**src/rtl/start_reveal_vga_control_pkg.sv**
```systemverilog
// start_reveal_vga_control_pkg: shared FSM state encoding and wipe-mode constants
package start_reveal_vga_control_pkg;

  typedef enum logic [1:0] {
    S_IDLE    = 2'd0,
    S_OPENING = 2'd1,
    S_OPEN    = 2'd2,
    S_CLOSING = 2'd3
  } state_t;

  localparam logic [1:0] WIPE_H    = 2'd0;
  localparam logic [1:0] WIPE_V    = 2'd1;
  localparam logic [1:0] WIPE_IRIS = 2'd2;

endpackage

```
**src/rtl/start_reveal_vga_control_reveal_window_fsm.sv**
```systemverilog
// reveal_window_fsm: open/close animation FSM with tick divider and half-extent register
module reveal_window_fsm
  import start_reveal_vga_control_pkg::*;
#(
  parameter int H_ACTIVE = 640,
  parameter int V_ACTIVE = 480,
  parameter int COORD_W  = 11,
  parameter int TICK_DIV = 250000,
  parameter int STEP     = 1
) (
  input  logic               clk,
  input  logic               rst,
  input  logic               ready_sig,
  input  logic               open_req,
  input  logic               close_req,
  input  logic [1:0]         mode_sel,
  output logic [COORD_W-1:0] ext,
  output logic [1:0]         mode,
  output logic               busy,
  output logic               open_done,
  output logic               close_done
);

  localparam int CNT_W = TICK_DIV > 1 ? $clog2(TICK_DIV) : 1;

  state_t             state, state_n;
  logic [COORD_W-1:0] ext_n, ext_max;
  logic [COORD_W:0]   up;
  logic [1:0]         mode_n;
  logic [CNT_W-1:0]   cnt, cnt_n;
  logic               tick, open_done_n, close_done_n;

  assign busy    = state == S_OPENING || state == S_CLOSING;
  assign tick    = busy && ready_sig && cnt == CNT_W'(TICK_DIV - 1);
  assign ext_max = mode == WIPE_V ? COORD_W'(V_ACTIVE / 2) : COORD_W'(H_ACTIVE / 2);
  assign up      = {1'b0, ext} + (COORD_W + 1)'(STEP);

  // next state: close wins over open, a request beats a coincident tick, the counter restarts on any state change
  always_comb begin
    state_n      = state;
    ext_n        = ext;
    mode_n       = mode;
    open_done_n  = 1'b0;
    close_done_n = 1'b0;
    case (state)
      S_IDLE: begin
        if (open_req && !close_req) begin
          state_n = S_OPENING;
          mode_n  = mode_sel;
        end
      end
      S_OPENING: begin
        if (close_req) state_n = S_CLOSING;
        else if (tick) begin
          ext_n = up >= {1'b0, ext_max} ? ext_max : up[COORD_W-1:0];
          if (up >= {1'b0, ext_max}) begin
            state_n     = S_OPEN;
            open_done_n = 1'b1;
          end
        end
      end
      S_OPEN: begin
        if (close_req) state_n = S_CLOSING;
      end
      S_CLOSING: begin
        if (open_req && !close_req) state_n = S_OPENING;
        else if (tick) begin
          ext_n = ext > COORD_W'(STEP) ? ext - COORD_W'(STEP) : '0;
          if (ext <= COORD_W'(STEP)) begin
            state_n      = S_IDLE;
            close_done_n = 1'b1;
          end
        end
      end
      default: state_n = S_IDLE;
    endcase
    cnt_n = state_n != state ? '0 : (busy && ready_sig) ? (tick ? '0 : cnt + CNT_W'(1)) : cnt;
  end

  // animation state registers
  always_ff @(posedge clk) begin
    if (rst) begin
      state      <= S_IDLE;
      ext        <= '0;
      mode       <= WIPE_H;
      cnt        <= '0;
      open_done  <= 1'b0;
      close_done <= 1'b0;
    end else begin
      state      <= state_n;
      ext        <= ext_n;
      mode       <= mode_n;
      cnt        <= cnt_n;
      open_done  <= open_done_n;
      close_done <= close_done_n;
    end
  end

endmodule

```
**src/rtl/start_reveal_vga_control.sv**
```systemverilog
// start_reveal_vga_control: start-screen pixel pipeline gated by an animated reveal window
module start_reveal_vga_control
  import start_reveal_vga_control_pkg::*;
#(
  parameter int H_ACTIVE = 640,
  parameter int V_ACTIVE = 480,
  parameter int COORD_W  = 11,
  parameter int ADDR_W   = 19,
  parameter int COLOR_W  = 1,
  parameter int TICK_DIV = 250000,
  parameter int STEP     = 1
) (
  input  logic                 clk,
  input  logic                 rst,
  input  logic                 ready_sig,
  input  logic                 gameready_sig,
  input  logic [COORD_W-1:0]   ready_col_addr_sig,
  input  logic [COORD_W-1:0]   ready_row_addr_sig,
  input  logic                 open_req,
  input  logic                 close_req,
  input  logic [1:0]           mode_sel,
  output logic [ADDR_W-1:0]    tetris_rom_addr,
  input  logic [3*COLOR_W-1:0] tetris_rom_data,
  output logic [COLOR_W-1:0]   ready_red_sig,
  output logic [COLOR_W-1:0]   ready_green_sig,
  output logic [COLOR_W-1:0]   ready_blue_sig,
  output logic                 busy,
  output logic                 open_done,
  output logic                 close_done
);

  localparam int CX = H_ACTIVE / 2;
  localparam int CY = V_ACTIVE / 2;
  localparam int W  = COORD_W + 1;

  logic [COORD_W-1:0] ext, col_d, row_d;
  logic [1:0]         mode;
  logic               in_area, in_d, rdy_d, h_ok, v_ok, win, show;

  reveal_window_fsm #(
    .H_ACTIVE(H_ACTIVE),
    .V_ACTIVE(V_ACTIVE),
    .COORD_W (COORD_W),
    .TICK_DIV(TICK_DIV),
    .STEP    (STEP)
  ) u_fsm (
    .clk       (clk),
    .rst       (rst),
    .ready_sig (ready_sig),
    .open_req  (open_req),
    .close_req (close_req),
    .mode_sel  (mode_sel),
    .ext       (ext),
    .mode      (mode),
    .busy      (busy),
    .open_done (open_done),
    .close_done(close_done)
  );

  assign in_area = ready_sig && ready_row_addr_sig < COORD_W'(V_ACTIVE) && ready_col_addr_sig < COORD_W'(H_ACTIVE);

  // stage 1: ROM address for visible pixels; coordinates and qualifiers ride along
  always_ff @(posedge clk) begin
    if (rst) begin
      tetris_rom_addr <= '0;
      col_d           <= '0;
      row_d           <= '0;
      in_d            <= 1'b0;
      rdy_d           <= 1'b0;
    end else begin
      if (in_area) tetris_rom_addr <= ADDR_W'(ready_row_addr_sig) * ADDR_W'(H_ACTIVE) + ADDR_W'(ready_col_addr_sig);
      col_d <= ready_col_addr_sig;
      row_d <= ready_row_addr_sig;
      in_d  <= in_area;
      rdy_d <= ready_sig;
    end
  end

  // window test rewritten as c+ext >= CX so the lower bound never underflows
  always_comb begin
    h_ok = {1'b0, col_d} + {1'b0, ext} >= W'(CX) && {1'b0, col_d} < W'(CX) + {1'b0, ext};
    v_ok = {1'b0, row_d} + {1'b0, ext} >= W'(CY) && {1'b0, row_d} < W'(CY) + {1'b0, ext};
    win  = mode == WIPE_V ? v_ok : mode == WIPE_IRIS ? h_ok && v_ok : h_ok;
    show = rdy_d && gameready_sig && in_d && win;
  end

  // stage 2: pass ROM colour through the window, black elsewhere
  always_ff @(posedge clk) begin
    if (rst) begin
      ready_red_sig   <= '0;
      ready_green_sig <= '0;
      ready_blue_sig  <= '0;
    end else begin
      ready_red_sig   <= show ? tetris_rom_data[COLOR_W-1:0] : '0;
      ready_green_sig <= show ? tetris_rom_data[2*COLOR_W-1:COLOR_W] : '0;
      ready_blue_sig  <= show ? tetris_rom_data[3*COLOR_W-1:2*COLOR_W] : '0;
    end
  end

endmodule

```
**config.mk**
```make
export PLATFORM = sky130hd
export DESIGN_NAME = start_reveal_vga_control
export DESIGN_NICKNAME = d
export VERILOG_FILES = /design/src/rtl/start_reveal_vga_control_pkg.sv /design/src/rtl/start_reveal_vga_control_reveal_window_fsm.sv /design/src/rtl/start_reveal_vga_control.sv
export SDC_FILE = /design/constraint.sdc
export NUM_CORES = 1
export LEC_CHECK = 0
export ABC_AREA = 1
export CAP_MARGIN = 20
export CORE_MARGIN = 4
export CORE_UTILIZATION = 35
export DETAILED_ROUTE_END_ITERATION = 8
export DONT_BUFFER_PORTS = 1
export GPL_ROUTABILITY_DRIVEN = 0
export HOLD_SLACK_MARGIN = 0.08
export SETUP_SLACK_MARGIN = 0.05
export SLEW_MARGIN = 20
export SYNTH_ARGS = -nofsm -noshare
export SYNTH_HDL_FRONTEND = slang
export SYNTH_SLANG_ARGS = --single-unit
```
**constraint.sdc**
```tcl
create_clock -name clk -period 3.9 [get_ports clk]
set_clock_uncertainty 0.2 [all_clocks]
set_input_delay 0.78 -clock clk [delete_from_list [all_inputs] [get_ports clk]]
set_output_delay 0.78 -clock clk [all_outputs]
set_load 0.05 [all_outputs]
```
After elaboration in Yosys (flattened, before gate mapping) --
Cells that the tools add are included. Widths: inputs -> output; s select.
Operators by class: $add $sub $neg 8, multipliers 1, magnitude comparators 9, equality and inequality tests 11, muxes and demuxes 22, bitwise gates (word level) 4, reduce and logical (&&, ||, !) cells 21
Operators by type and width (count):
- $mux 11 | 6
- $add 11x11->12 | 2
- $lt 11x12->1 | 2
- $pmux 11 s2 | 1
- $add 19x11->19 | 1
- $add 18x1->18 const B | 1
- $eq 18x18->1 const B | 1
- $mux 18 | 1
- $mux 2 | 8
- $add 11x1->12 const B | 1
- $add 8x11->12 const A | 1
- $add 9x11->12 const A | 1
- $ge 12x11->1 | 1
- $ge 12x8->1 const B | 1
- $ge 12x9->1 const B | 1
- $mul 11x3->12 const B | 1
- $gt 11x1->1 const B | 1
- $le 11x1->1 const B | 1
- $logic_and 1x1->1 | 11
- $lt 11x10->1 const B | 1
- $lt 11x9->1 const B | 1
- $sub 11x1->11 const B | 1
- $mux 9 | 1
- $pmux 2 s4 | 1
- 15 further kinds | 28
Storage, ports and cells: bits in registers 81, input bits 33, output and inout bits 25, word-level logic and storage cells 90

Longest topological paths before layout --
depth in word-level cells 9, depth in mapped cells 18, gate-level depth less buffers 17

Cells and area by module --
A second synthesis with hierarchy kept.
Unflattened totals: cells, all modules 945, area, all modules 6433.7 µm²
By module, submodules not included:
- start_reveal_vga_control | instances 1, cells an instance 585, area an instance 4001.3 µm², sequential area each 920.9 µm²
- reveal_window_fsm | instances 1, cells an instance 360, area an instance 2432.3 µm², sequential area each 700.7 µm²

Worst setup path before layout --
Ideal clock, no wire load.
path type input to register, start input port ready_row_addr_sig[1], end register tetris_rom_addr[17], library setup time 0.109 ns, data arrival time 2.693 ns, data required time 3.591 ns, slack 0.898 ns, stages on the path 14, buffers on the path 0, cell sequence ha_1 -> ha_1 -> ha_1 -> nand2_1 -> o21ai_0 -> nand3b_1 -> nor2_1 -> nand2_1 -> nor2_1 -> nand2_1 -> a21oi_1 -> o21ai_0 -> nand2_1 -> inv_1
On the way: cells in the longest elaborated chain, start to end 3, elaborated cells between the ends (all ways) 5, classes of those cells 1 x add/sub; 1 x mul; 1 x order compare; 2 x reduce/logical
Ends and longest elaborated chain:
- start, declared | RTL line start_reveal_vga_control.sv:18 | input logic [COORD_W-1:0] ready_row_addr_sig,
- branches (longest 3 deep; another with $add 19x11->19)
- end signal, assigned | RTL line start_reveal_vga_control.sv:71 | if (in_area) tetris_rom_addr <= ADDR_W'(ready_row_addr_sig) * ADDR_W'(H_ACTIVE) + ADDR_W'(ready_col_addr_sig);
- end, declared | RTL line start_reveal_vga_control.sv:22 | output logic [ADDR_W-1:0] tetris_rom_addr,
Parallel ways; which one is timed is not known. A chain may end at the register's enable or synchronous reset.

Worst setup path after layout --
start register u_fsm.ext[5], end register ready_blue_sig
On the way: cells in the longest elaborated chain, start to end 9, elaborated cells between the ends (all ways) 16, classes of those cells 4 x add/sub; 4 x order compare; 2 x mux; 1 x bitwise; 5 x reduce/logical
Ends and longest elaborated chain:
- start, declared | RTL line start_reveal_vga_control_reveal_window_fsm.sv:17 | output logic [COORD_W-1:0] ext,
- start signal, assigned | RTL line start_reveal_vga_control_reveal_window_fsm.sv:91 | ext <= ext_n;
- $add 11x11->12, or another cell as far along | RTL line start_reveal_vga_control.sv:81 | h_ok = {1'b0, col_d} + {1'b0, ext} >= W'(CX) && {1'b0, col_d} < W'(CX) + {1'b0, ext};
- $ge 12x9->1, or another cell as far along | RTL line start_reveal_vga_control.sv:81
- $logic_and 1x1->1 (on tied branches) | RTL line start_reveal_vga_control.sv:81, start_reveal_vga_control.sv:82
- $logic_and 1x1->1 | RTL line start_reveal_vga_control.sv:83 | win = mode == WIPE_V ? v_ok : mode == WIPE_IRIS ? h_ok && v_ok : h_ok;
- $mux 1 | RTL line start_reveal_vga_control.sv:83
- $mux 1 (*) | RTL line start_reveal_vga_control.sv:83
- $logic_and 1x1->1 (*) | RTL line start_reveal_vga_control.sv:84 | show = rdy_d && gameready_sig && in_d && win;
- $not 1->1 (no source line) (*)
- $reduce_or 2->1 (no source line) (*)
- end signal, assigned | RTL line start_reveal_vga_control.sv:96 | ready_blue_sig <= show ? tetris_rom_data[3*COLOR_W-1:2*COLOR_W] : '0;
- end, declared | RTL line start_reveal_vga_control.sv:26 | output logic [COLOR_W-1:0] ready_blue_sig,
Mark *: on every way between the ends. The rest lies on a longest branch, timed or not.

==> qor.yml <==
sta:
  finalSetupTns_ns: 0
  hold_violations: 0
  fin_crit_ns: 3.152
  slew_headroom: 0.5589
  hold_ws_ns: 0.2846
  tightest_slew_ns: 0.6592
  fmax_ghz: 0.3173
  finalSetupViolations: 0
  drv_slew: 0
  rsz0062_at_grt: "no"
  period_share: 0.8082
critical_path:
  cp_max_fo: 8
  r2r-start: "u_fsm.ext[5]"
  critPathKind: "reg2reg"
  r2r_slack_ns: 0.75
  cp-start-kind: "flop"
  cp-endpoint: "ready_blue_sig"
  crit_path_start: "u_fsm.ext[5]"
  reg2regPathDepth: 15
  endpoint_kind: "flop"
  cp.arrival_ns: 3.19
  critPathRequiredTime_ns: 3.94
  r2r-end: "ready_blue_sig"
logic_synthesis:
  synth_most_common_cell: "nand2_1"
  synth_top_family_by_area: "simple AND/OR/NAND/NOR gates"
  synth_area_leaders: "dfxtp_1 26%, ha_1 15%, nand2_1 8.3%"
  synth_common_cells: "140 x nand2_1, 129 x inv_1, 104 x nor2_1"
  synthFlopType: "dfxtp_1"
  synth_edf_count: 0
  yosys.area.top_type_share: 0.2565
  ys_seq_elements: 81
  synth-async-reset-ratio: 0
  ys_warn_count: 0
  avgSynthCellArea_um2: 7.094
  synth_area_leader_cell: "dfxtp_1"
  synth.net_count: 1004
  syn_inst: 891
  synth_compound_area_frac: 0.1388
  synth.distinct_cells: 50
  synthesis.area_mm2: 0.006321
  ys_seq_area_frac: 0.2565
  synthMuxAreaShare: 0
  synthAdderAreaFrac: 0.1631
  synth-simple-area-share: 0.2858
  synth-xor-area-share: 0.05404
detailed_routing:
  post-route-drc-count: 0
  final_antenna_net_count: 0
  avgRoutedWirePerCell_um: 13.99
  drt_iter0_markers: 286
  first_pass_iters: 7
  viasPerCell: 4.917
  wl_mm: 15.67
  vias: 5507
global_route:
  busiest_layer: "met2"
  grt_pass1_vias: 5387
  grt_overflow: 0
  antenna_found_initial: 0
  grt_use_met2: 0.2614
  grt_max_degree: 32
  grt_pass1_wl_mm: 26.63
  use_met3: 0.03360
  grtUsageMet1: 0.2121
  grt_usage: 0.1611
clock_network:
  ctsHtreeMaxLevel: 3
  cts_buffer_depth: 2
  cts_tree: "done"
  hold_buffers: 0
  cts_made_buffers: 9
  cts_resized: 0
  post_cts_buffers: 0
  cts_sinks: 81
  root_buffer: "clkbuf_16"
  clkTransAtPathRegs_ns: 0.07
  clock_latency_ns: 0.35
worst_hold_path:
  holdCritStartpoint: "u_fsm.mode[0]"
  worstHoldPathType: "reg2reg"
die:
  rows: 48
  ios: 58
  die_w_um: 142.4
  initial_core_util: 0.3617
  fp.coreArea_mm2: 0.01748
  die_height_um: 142.4
  die-area_mm2: 0.02027
power_and_ir_drop:
  p_leak_nw: 3.262
  total_power_mw: 2.425
  power_density_mw_per_mm2: 351.4
  vdd_drop_max_mv: 0.2194
cells_and_area:
  antenna_cells: 0
  syn2layout_area_growth_pct: 9.165
  nNetsFinal: 1003
  layout-drive-gt1-share: 0.08380
run_status:
  status: "finished, final reports clean"
placement:
  dp_hpwl_mm: 12.41
  io_buffers: 0
flow_run:
  cap_viol_max_count: 0
[kinds of logic after synthesis]
group,after synthesis
AOI/OAI and AO/OA,156
xor gates and xnor gates,39
adders and majority gates,80
buffers and inverters,158
DFF,81
and+or+nand+nor,377
[power breakdown]
part / leakage, nW / switching [mW] / internal (mW)
clock network: 0.169 / 0.356 / 0.645
logic: 2.43 / 0.325 / 0.190
registers: 0.661 / 0.0540 / 0.856
[critical path, stage by stage (launching register included)]
cell	delay, ns
dfxtp_1	0.58
inv_1	0.19
ha_1	0.31
o21ai_0	0.18
buf_4	0.15
nand3_1	0.08
xor2_1	0.17
ha_1	0.28
nand2_1	0.06
nor2_1	0.12
nor3b_1	0.22
nor2_1	0.07
nand2_1	0.14
nand2_1	0.07
nand3_1	0.17
nor2_1	0.06
[per-stage QoR]
stage | setup WS (ns) | instance area [um^2] | util | std cells
floorplan | 0.8982 | 6321 | - | 891
global placement | 0.7372 | 6546 | 0.3746 | 1104
detailed placement | 0.7422 | 6546 | 0.3746 | 1104
CTS | 0.7597 | 6900 | 0.3948 | 1120
global route | 0.5288 | 6900 | 0.3948 | 1120
finish | 0.7479 | 6900 | 0.3948 | 1120
[worst min path at each step]
stage	end	slack (ns)	cells past startpoint
4_1_cts	u_fsm.state[1]	0.28	1
2_1_floorplan	u_fsm.mode[0]	0.25	2
3_5_place_dp	u_fsm.mode[0]	0.27	2
6_report	u_fsm.mode[0]	0.28	2
3_3_place_gp	u_fsm.mode[0]	0.26	2
5_1_grt	u_fsm.state[1]	0.28	1
[state kept, by name (all words and copies together), names as in the netlist, 2 cells and up]
| signal | cells |
|---|---|
| col_d | 11 |
| row_d | 11 |
| tetris_rom_addr | 19 |
| u_fsm.cnt | 18 |
| u_fsm.ext | 11 |
| u_fsm.mode | 2 |
| u_fsm.state | 2 |
[routing by layer]
metal | up-vias | wire length, um | part of all wire
met5 | - | 0 | 0
met4 | 0 | 335 | 0.021
met3 | 20 | 836 | 0.053
met2 | 91 | 7029 | 0.45
met1 | 2483 | 7470 | 0.48
li1 | 2913 | - | -
[layout by cell type, fill, tap and decap left out, drive strengths merged, types with 2 or more instances in the layout]
cell,instances
a211oi,2
a21boi,3
a21o,4
a21oi,67
a31oi,6
buf,9
bufinv,3
clkbuf,10
clkinv,3
dfxtp,81
fa,4
ha,76
inv,136
nand2,149
nand3,55
nand3b,2
nand4,24
nor2,121
nor3,11
nor3b,2
nor4,6
o211ai,4
o21a,2
o21ai,55
o21bai,7
o221ai,2
o31ai,2
or2,5
xnor2,4
xor2,35
[final cells by class]
cell class              instances  area, um^2
clock inverters                 6       115.1
clock buffers                  10       239.0
inverters                     137       514.2
repair buffers                  9       67.56
fillers                      1837       10580
multi-input cells             652        4061
flip-flops and latches         81        1622
well taps                     225       281.5
No activity file was read; power rests on OpenSTA's default activity.
